<file path="src/rtl/fifo_drain_ctrl_if.sv">
// ----------------------------------------------------------------------------
// fifo_drain_ctrl_if
// Bundles the FIFO read-side signals and the downstream valid/ready handshake
// used by fifo_drain_ctrl.
//
// Signals
//   data_count  FIFO occupancy                     (fifo -> controller)
//   fifo_empty  FIFO empty flag                    (fifo -> controller)
//   buff_out    FIFO read data, 1 cycle after read (fifo -> controller)
//   read        FIFO pop strobe                    (controller -> fifo)
//   data_out    downstream data                    (controller -> consumer)
//   valid_out   data_out holds a valid word        (controller -> consumer)
//   ready_in    consumer accepts                   (consumer -> controller)
//
// Modports
//   master : the drain controller
//   slave  : the FIFO + consumer side (or a testbench standing in for them)
// ----------------------------------------------------------------------------
interface fifo_drain_ctrl_if #(
    parameter int MAIN_QUEUE_SIZE = 4,
    parameter int DATA_SIZE       = 4
);
    logic [MAIN_QUEUE_SIZE-1:0] data_count;
    logic                       fifo_empty;
    logic [DATA_SIZE-1:0]       buff_out;
    logic                       read;
    logic [DATA_SIZE-1:0]       data_out;
    logic                       valid_out;
    logic                       ready_in;

    modport master (
        input  data_count,
        input  fifo_empty,
        input  buff_out,
        input  ready_in,
        output read,
        output data_out,
        output valid_out
    );

    modport slave (
        output data_count,
        output fifo_empty,
        output buff_out,
        output ready_in,
        input  read,
        input  data_out,
        input  valid_out
    );
endinterface

</file>
<file path="src/rtl/fifo_drain_ctrl.sv">
// ----------------------------------------------------------------------------
// fifo_drain_ctrl
// Read-side controller for the fifo block. Pops words from the FIFO and
// forwards them downstream over valid/ready. The FIFO's 1-cycle read latency
// is absorbed by a 2-entry skid buffer, so downstream stalls never lose or
// duplicate a word.
//
// Ports
//   clk          single clock, rising edge
//   reset        asynchronous, active-high
//   enable       1 = drain the FIFO; 0 = stop issuing reads, flush the skid
//   bus          fifo_drain_ctrl_if.master (data_count, fifo_empty, buff_out,
//                read, data_out, valid_out, ready_in)
//   idle         1 in IDLE with the skid empty and no read in flight
//   error_drain  sticky error flag, present only when FIFO_DRAIN_ERR_EN is
//                defined
//
// Optional feature macro: FIFO_DRAIN_ERR_EN
//   Defined: error_drain is set the cycle after a read issued while the FIFO
//   reports empty, or after a capture into a full skid; cleared only by reset.
//   Undefined: no error_drain port and no checking logic.
// ----------------------------------------------------------------------------
module fifo_drain_ctrl #(
    parameter int MAIN_QUEUE_SIZE = 4,
    parameter int DATA_SIZE       = 4
) (
    input  logic               clk,
    input  logic               reset,
    input  logic               enable,
    fifo_drain_ctrl_if.master  bus,
    output logic               idle
`ifdef FIFO_DRAIN_ERR_EN
    ,
    output logic               error_drain
`endif
);

    typedef enum logic [1:0] {
        S_IDLE  = 2'd0,
        S_RUN   = 2'd1,
        S_FLUSH = 2'd2
    } state_t;

    state_t               r_state;
    state_t               w_state_nxt;

    logic                 r_inflight;
    logic [1:0]           r_occ;
    logic [DATA_SIZE-1:0] r_skid0;      // head, drives data_out
    logic [DATA_SIZE-1:0] r_skid1;

    logic                 w_pop;
    logic                 w_cap;
    logic [2:0]           w_slots;
    logic                 w_count_ok;
    logic                 w_read;
    logic                 w_idle;

    assign w_pop = (r_occ != 2'd0) & bus.ready_in;
    assign w_cap = r_inflight;

    // Skid entries that will be committed once this cycle's pop is done:
    // words already held plus the word arriving from the in-flight read.
    // pop implies occ>=1, so this never underflows.
    assign w_slots = {1'b0, r_occ} + {2'b00, r_inflight} - {2'b00, w_pop};

    // data_count still counts the word being read last cycle, so with a read
    // in flight the FIFO must report at least 2 before another pop.
    assign w_count_ok = bus.data_count > MAIN_QUEUE_SIZE'(r_inflight);

    // ---- FSM: state register ----
    always_ff @(posedge clk or posedge reset) begin
        if (reset) begin
            r_state <= S_IDLE;
        end else begin
            r_state <= w_state_nxt;
        end
    end

    // ---- FSM: next-state logic ----
    always_comb begin
        w_state_nxt = r_state;
        case (r_state)
            S_IDLE: begin
                if (enable) w_state_nxt = S_RUN;
            end
            S_RUN: begin
                if (!enable) w_state_nxt = S_FLUSH;
            end
            S_FLUSH: begin
                // Re-enable resumes without waiting for the skid to empty.
                if (enable) begin
                    w_state_nxt = S_RUN;
                end else if ((r_occ == 2'd0) && !r_inflight) begin
                    w_state_nxt = S_IDLE;
                end
            end
            default: w_state_nxt = S_IDLE;
        endcase
    end

    // ---- FSM: outputs ----
    always_comb begin
        w_read = 1'b0;
        w_idle = 1'b0;
        case (r_state)
            S_RUN: begin
                // fifo_empty overrides a possibly stale data_count.
                w_read = enable & w_count_ok & (w_slots < 3'd2) & ~bus.fifo_empty;
            end
            S_IDLE: begin
                w_idle = (r_occ == 2'd0) & ~r_inflight;
            end
            default: begin
                w_read = 1'b0;
                w_idle = 1'b0;
            end
        endcase
    end

    // ---- Read pipeline: inflight marks buff_out valid this cycle ----
    always_ff @(posedge clk or posedge reset) begin
        if (reset) begin
            r_inflight <= 1'b0;
        end else begin
            r_inflight <= w_read;
        end
    end

    // ---- Skid buffer: capture at tail, pop at head, order preserved ----
    always_ff @(posedge clk or posedge reset) begin
        if (reset) begin
            r_occ   <= 2'd0;
            r_skid0 <= '0;
            r_skid1 <= '0;
        end else begin
            case ({w_cap, w_pop})
                2'b10: begin
                    if (r_occ == 2'd0) begin
                        r_skid0 <= bus.buff_out;
                        r_occ   <= 2'd1;
                    end else if (r_occ == 2'd1) begin
                        r_skid1 <= bus.buff_out;
                        r_occ   <= 2'd2;
                    end
                    // occ==2 cannot be reached by the read rule; the word
                    // would be dropped and is flagged when checking is built.
                end
                2'b01: begin
                    r_skid0 <= r_skid1;
                    r_occ   <= r_occ - 2'd1;
                end
                2'b11: begin
                    // Simultaneous capture and pop: occupancy unchanged.
                    if (r_occ == 2'd1) begin
                        r_skid0 <= bus.buff_out;
                    end else begin
                        r_skid0 <= r_skid1;
                        r_skid1 <= bus.buff_out;
                    end
                end
                default: begin
                    r_occ <= r_occ;
                end
            endcase
        end
    end

`ifdef FIFO_DRAIN_ERR_EN
    logic r_err;

    always_ff @(posedge clk or posedge reset) begin
        if (reset) begin
            r_err <= 1'b0;
        end else begin
            r_err <= r_err | (w_read & bus.fifo_empty) | (w_cap & (r_occ == 2'd2));
        end
    end

    assign error_drain = r_err;
`endif

    assign bus.read      = w_read;
    assign bus.data_out  = r_skid0;
    assign bus.valid_out = (r_occ != 2'd0);
    assign idle          = w_idle;

endmodule
</file>
<file path="src/flat_wrapper.sv">
// flat-port wrapper written by rule: the top's interface ports become plain ports
module fifo_drain_ctrl_flat 
#(
    parameter int MAIN_QUEUE_SIZE = 4,
    parameter int DATA_SIZE       = 4
)
  (clk, reset, enable, idle, bus_data_count, bus_fifo_empty, bus_buff_out, bus_ready_in, bus_read, bus_data_out, bus_valid_out);
  fifo_drain_ctrl_if #(.MAIN_QUEUE_SIZE(MAIN_QUEUE_SIZE), .DATA_SIZE(DATA_SIZE)) bus_i ();
  input  logic clk;
  input  logic reset;
  input  logic enable;
  output logic idle;
  input wire logic [$bits(bus_i.data_count)-1:0] bus_data_count;
  input wire logic [$bits(bus_i.fifo_empty)-1:0] bus_fifo_empty;
  input wire logic [$bits(bus_i.buff_out)-1:0] bus_buff_out;
  input wire logic [$bits(bus_i.ready_in)-1:0] bus_ready_in;
  output wire logic [$bits(bus_i.read)-1:0] bus_read;
  output wire logic [$bits(bus_i.data_out)-1:0] bus_data_out;
  output wire logic [$bits(bus_i.valid_out)-1:0] bus_valid_out;
  assign bus_i.data_count = bus_data_count;
  assign bus_i.fifo_empty = bus_fifo_empty;
  assign bus_i.buff_out = bus_buff_out;
  assign bus_i.ready_in = bus_ready_in;
  assign bus_read = bus_i.read;
  assign bus_data_out = bus_i.data_out;
  assign bus_valid_out = bus_i.valid_out;
  fifo_drain_ctrl #(.MAIN_QUEUE_SIZE(MAIN_QUEUE_SIZE), .DATA_SIZE(DATA_SIZE)) u_core (.clk(clk), .reset(reset), .enable(enable), .bus(bus_i), .idle(idle));
endmodule
</file>
<file path="config.mk">
export PLATFORM = sky130hd
export DESIGN_NAME = fifo_drain_ctrl_flat
export DESIGN_NICKNAME = d
export VERILOG_FILES = /design/src/rtl/fifo_drain_ctrl_if.sv /design/src/rtl/fifo_drain_ctrl.sv /design/src/flat_wrapper.sv
export SDC_FILE = /design/constraint.sdc
export NUM_CORES = 1
export LEC_CHECK = 0
export BUFFER_PORTS_ARGS = -buffer_cell sky130_fd_sc_hd__buf_2
export CAP_MARGIN = 30
export CORE_MARGIN = 8
export CORE_UTILIZATION = 55
export CTS_CLUSTER_DIAMETER = 80
export DETAILED_ROUTE_END_ITERATION = 10
export PLACE_DENSITY = 0.82
export SYNTH_ARGS = -nofsm -noshare
export SYNTH_HDL_FRONTEND = slang
export SYNTH_SLANG_ARGS = --single-unit
</file>
<file path="constraint.sdc">
create_clock -name clk -period 5.4 [get_ports clk]
set_input_delay 1.08 -clock clk [delete_from_list [all_inputs] [get_ports clk]]
set_output_delay 1.08 -clock clk [all_outputs]
set_load 0.01 [all_outputs]
</file>
==> impl_metrics.json <==
{
  "die_w_um": 54.7,
  "holdPathEnd": "u_core.bus.data_out[1]",
  "ff2ff_setup_slack_ns": 2.97,
  "postSynth.asyncResetShare": 1.00,
  "dp_slack_ns": 1.51,
  "p_per_area_nw_per_um2": 452,
  "antenna_cells": 0,
  "routedWlPerCell_um": 13.8,
  "synth-adder-area-share": 0.116,
  "crit_family": "adder cells",
  "worst_slack_ns": 1.51,
  "synth_fp_nets": 101,
  "synthDistinctLibCells": 29,
  "wl_um": 1660,
  "top_usage_layer": "met2",
  "drive_gt1_frac": 0.317,
  "cts.clk_slew.worst_paths_ns": 0.08,
  "fin_worst_skew_ns": 0.00133,
  "ctsHoldBuffers": 0,
  "clock-root-buffer": "clkbuf_4",
  "cp.depth": 9,
  "ant_nets": 0,
  "io_pins": 20,
  "grt_pass1_wl_um": 2740,
  "yosys.area.top_type": "dfrtp_1",
  "synthXorXnorAreaFrac": 0.0107,
  "dr_total_vias": 655,
  "htree_levels": 1,
  "worstSetupPathType": "in2out",
  "grt_overflow": 0,
  "use_met2": 0.192,
  "ys_ff_latch": 13,
  "setup_tns_ns": 0,
  "rsz0062_at_grt": "no",
  "clock.fmax_ghz": 0.257,
  "grt_max_degree": 14,
  "grtUsageTotal": 0.120,
  "gr-usage-met3": 0.0462,
  "die_h_um": 54.7,
  "hold_class": "reg2reg",
  "synthSimpleGateAreaFrac": 0.152,
  "finalCritPeriodShare": 0.721,
  "cp_num_buf_inv": 2,
  "netlist_instances": 81,
  "synth.most_common_cell": "dfrtp_1",
  "num-nets-final": 125,
  "finalNonFillerCells": 120,
  "slew_violations": 0,
  "drc_errors": 0,
  "r2r_cells": 9,
  "synth_edf_count": 0,
  "power_leakage_nw": 0.484,
  "worst_setup_path_end_kind": "primary output",
  "io_buffers": 19,
  "synth_seq_area_share": 0.396,
  "fill_cells": 117,
  "cpMaxStageDelayCell": "fa_1",
  "period_minus_slack_ns": 3.89,
  "cp.arrival_ns": 2.81,
  "hpwlAfterDp_um": 1270,
  "cp-start-kind": "input port",
  "cts.sinks": 13,
  "rr_endpoint": "u_core.r_inflight",
  "drtIter0Drc": 15,
  "synth.area.mux_share": 0.113,
  "r2r-start": "u_core.r_occ[1]",
  "fp.dieArea_um2": 2990,
  "grt_pass1_vias": 624,
  "clkLatencyLatePin_ns": 0.27,
  "postCtsSetupRepairBufs": 0,
  "ir_worst_vdd_mv": 0.294,
  "path_max_fanout": 4,
  "cts_inserted_buffers": 3,
  "min_from": "u_core.bus.data_out[1]",
  "start_util": 0.565,
  "max_stage_delay_ns": 0.38,
  "max_slew_margin": 0.671,
  "max-clock-path-buffers": 2,
  "synth.top_cells.by_count": "13 x dfrtp_1, 11 x nor2_1, 7 x inv_1",
  "tightestPinTransition_ns": 0.493,
  "fp-row-count": 14,
  "ys.flop_type": "dfrtp_1",
  "gp_congestion": 0.861,
  "finalHoldViolCount": 0,
  "hold_depth": 2,
  "required_ns": 4.32,
  "synth_compound_area_frac": 0.172,
  "synthTopCellsByArea": "dfrtp_1 40%, ha_1 9.1%, mux2_4 7.3%",
  "syn_area_um2": 822,
  "drt_pass1_iterations": 4,
  "cp_common_cell": "buf_2",
  "syn_to_final_growth_pct": 17.2,
  "synth_top_family_by_area": "compound AO/OA/AOI/OAI gates",
  "setup_violations": 0,
  "synth_top_area_share": 0.396,
  "core_area_um2": 1450,
  "cts_tree": "yes",
  "antenna_found_initial": 0,
  "use_met1": 0.152,
  "viasPerCell": 5.46,
  "maxCapViolCount": 0,
  "avgSynthCellArea_um2": 10.1,
  "yosysWarnings": 0,
  "path_cells": "buf_2 -> nor2b_2 -> ha_1 -> nand2b_1 -> fa_1 -> xnor2_1 -> nand4_1 -> nor3_1 -> buf_2",
  "dp_cells": 116,
  "utilization": 0.663,
  "status": "finished, final reports clean",
  "cts_resized": 0
}
-- logic make-up after synthesis --
logic type | after synthesis
xor gates and xnor gates | 1
and+or+nand+nor | 26
AOI/OAI and AO/OA | 18
DFF | 13
muxes | 7
adders and majority gates | 7
buffers and inverters | 9
-- worst register-to-register path: cells and delay by family, from the launching register on --
family	cells	cell delay [ns]
flip-flops	1	0.44
XOR/XNOR	1	0.15
adder cells (fa/ha/maj)	3	0.98
buffers and inverters	1	0.09
AND/OR/NAND/NOR	4	0.69
-- per-layer routing --
layer | part of all wire | up-vias
li1 | - | 331
met1 | 0.44 | 303
met2 | 0.48 | 19
met3 | 0.078 | 2
met4 | 0.0042 | 0
met5 | 0 | -
-- worst max path at each step --
| stage | end | slack, ns | from |
|---|---|---|---|
| after floorplan | bus_read | 1.71 | bus_ready_in |
| after global placement | bus_read | 1.54 | bus_ready_in |
| after detailed placement | bus_read | 1.51 | bus_ready_in |
| after CTS | bus_read | 1.51 | bus_ready_in |
| after global routing | bus_read | 1.30 | u_core.r_occ[1] |
| final | bus_read | 1.51 | bus_ready_in |
-- placed cells by master (no fill, tap or decap), drive strengths merged --
cell type,n
a21boi,2
a21o,1
a21oi,4
a221oi,2
a22o,1
a22oi,2
a31oi,2
buf,19
clkbuf,4
dfrtp,13
fa,1
ha,6
inv,9
mux2,6
mux2i,1
nand2,3
nand2b,3
nand3,2
nand4,1
nor2,11
nor2b,2
nor3,2
nor4,2
o21ai,3
o21ba,1
xnor2,1
-- metrics by stage --
step           instance area (um^2)  hold WS (ns)  total power, mW
2_1_floorplan                   822         0.482            0.319
6_report                        963         0.517            0.435
5_1_grt                         963         0.539            0.471
3_3_place_gp                    937         0.489            0.368
3_5_place_dp                    937         0.497            0.375
4_1_cts                         963         0.518            0.437
-- state kept, by name (all words and copies together) (netlist names) --
register	count
u_core.r_occ	2
u_core.bus.data_out	4
u_core.r_skid1	4
u_core.r_inflight	1
u_core.r_state	2
-- final cells by class --
class                      count  area, um^2  area share
timing repair buffer          19        95.1      0.0987
multi-input combinational     59         463       0.481
tap                           16        20.0      0.0208
clock buffer                   4        26.3      0.0273
sequential                    13         325       0.338
inverter                       9        33.8      0.0351
-- power breakdown --
group	total, mW	switching [mW]	internal, mW
clock	0.0603	0.0317	0.0286
sequential	0.165	0.0296	0.136
combinational	0.209	0.107	0.102
Note: power is estimated with default switching activity, not from simulation.
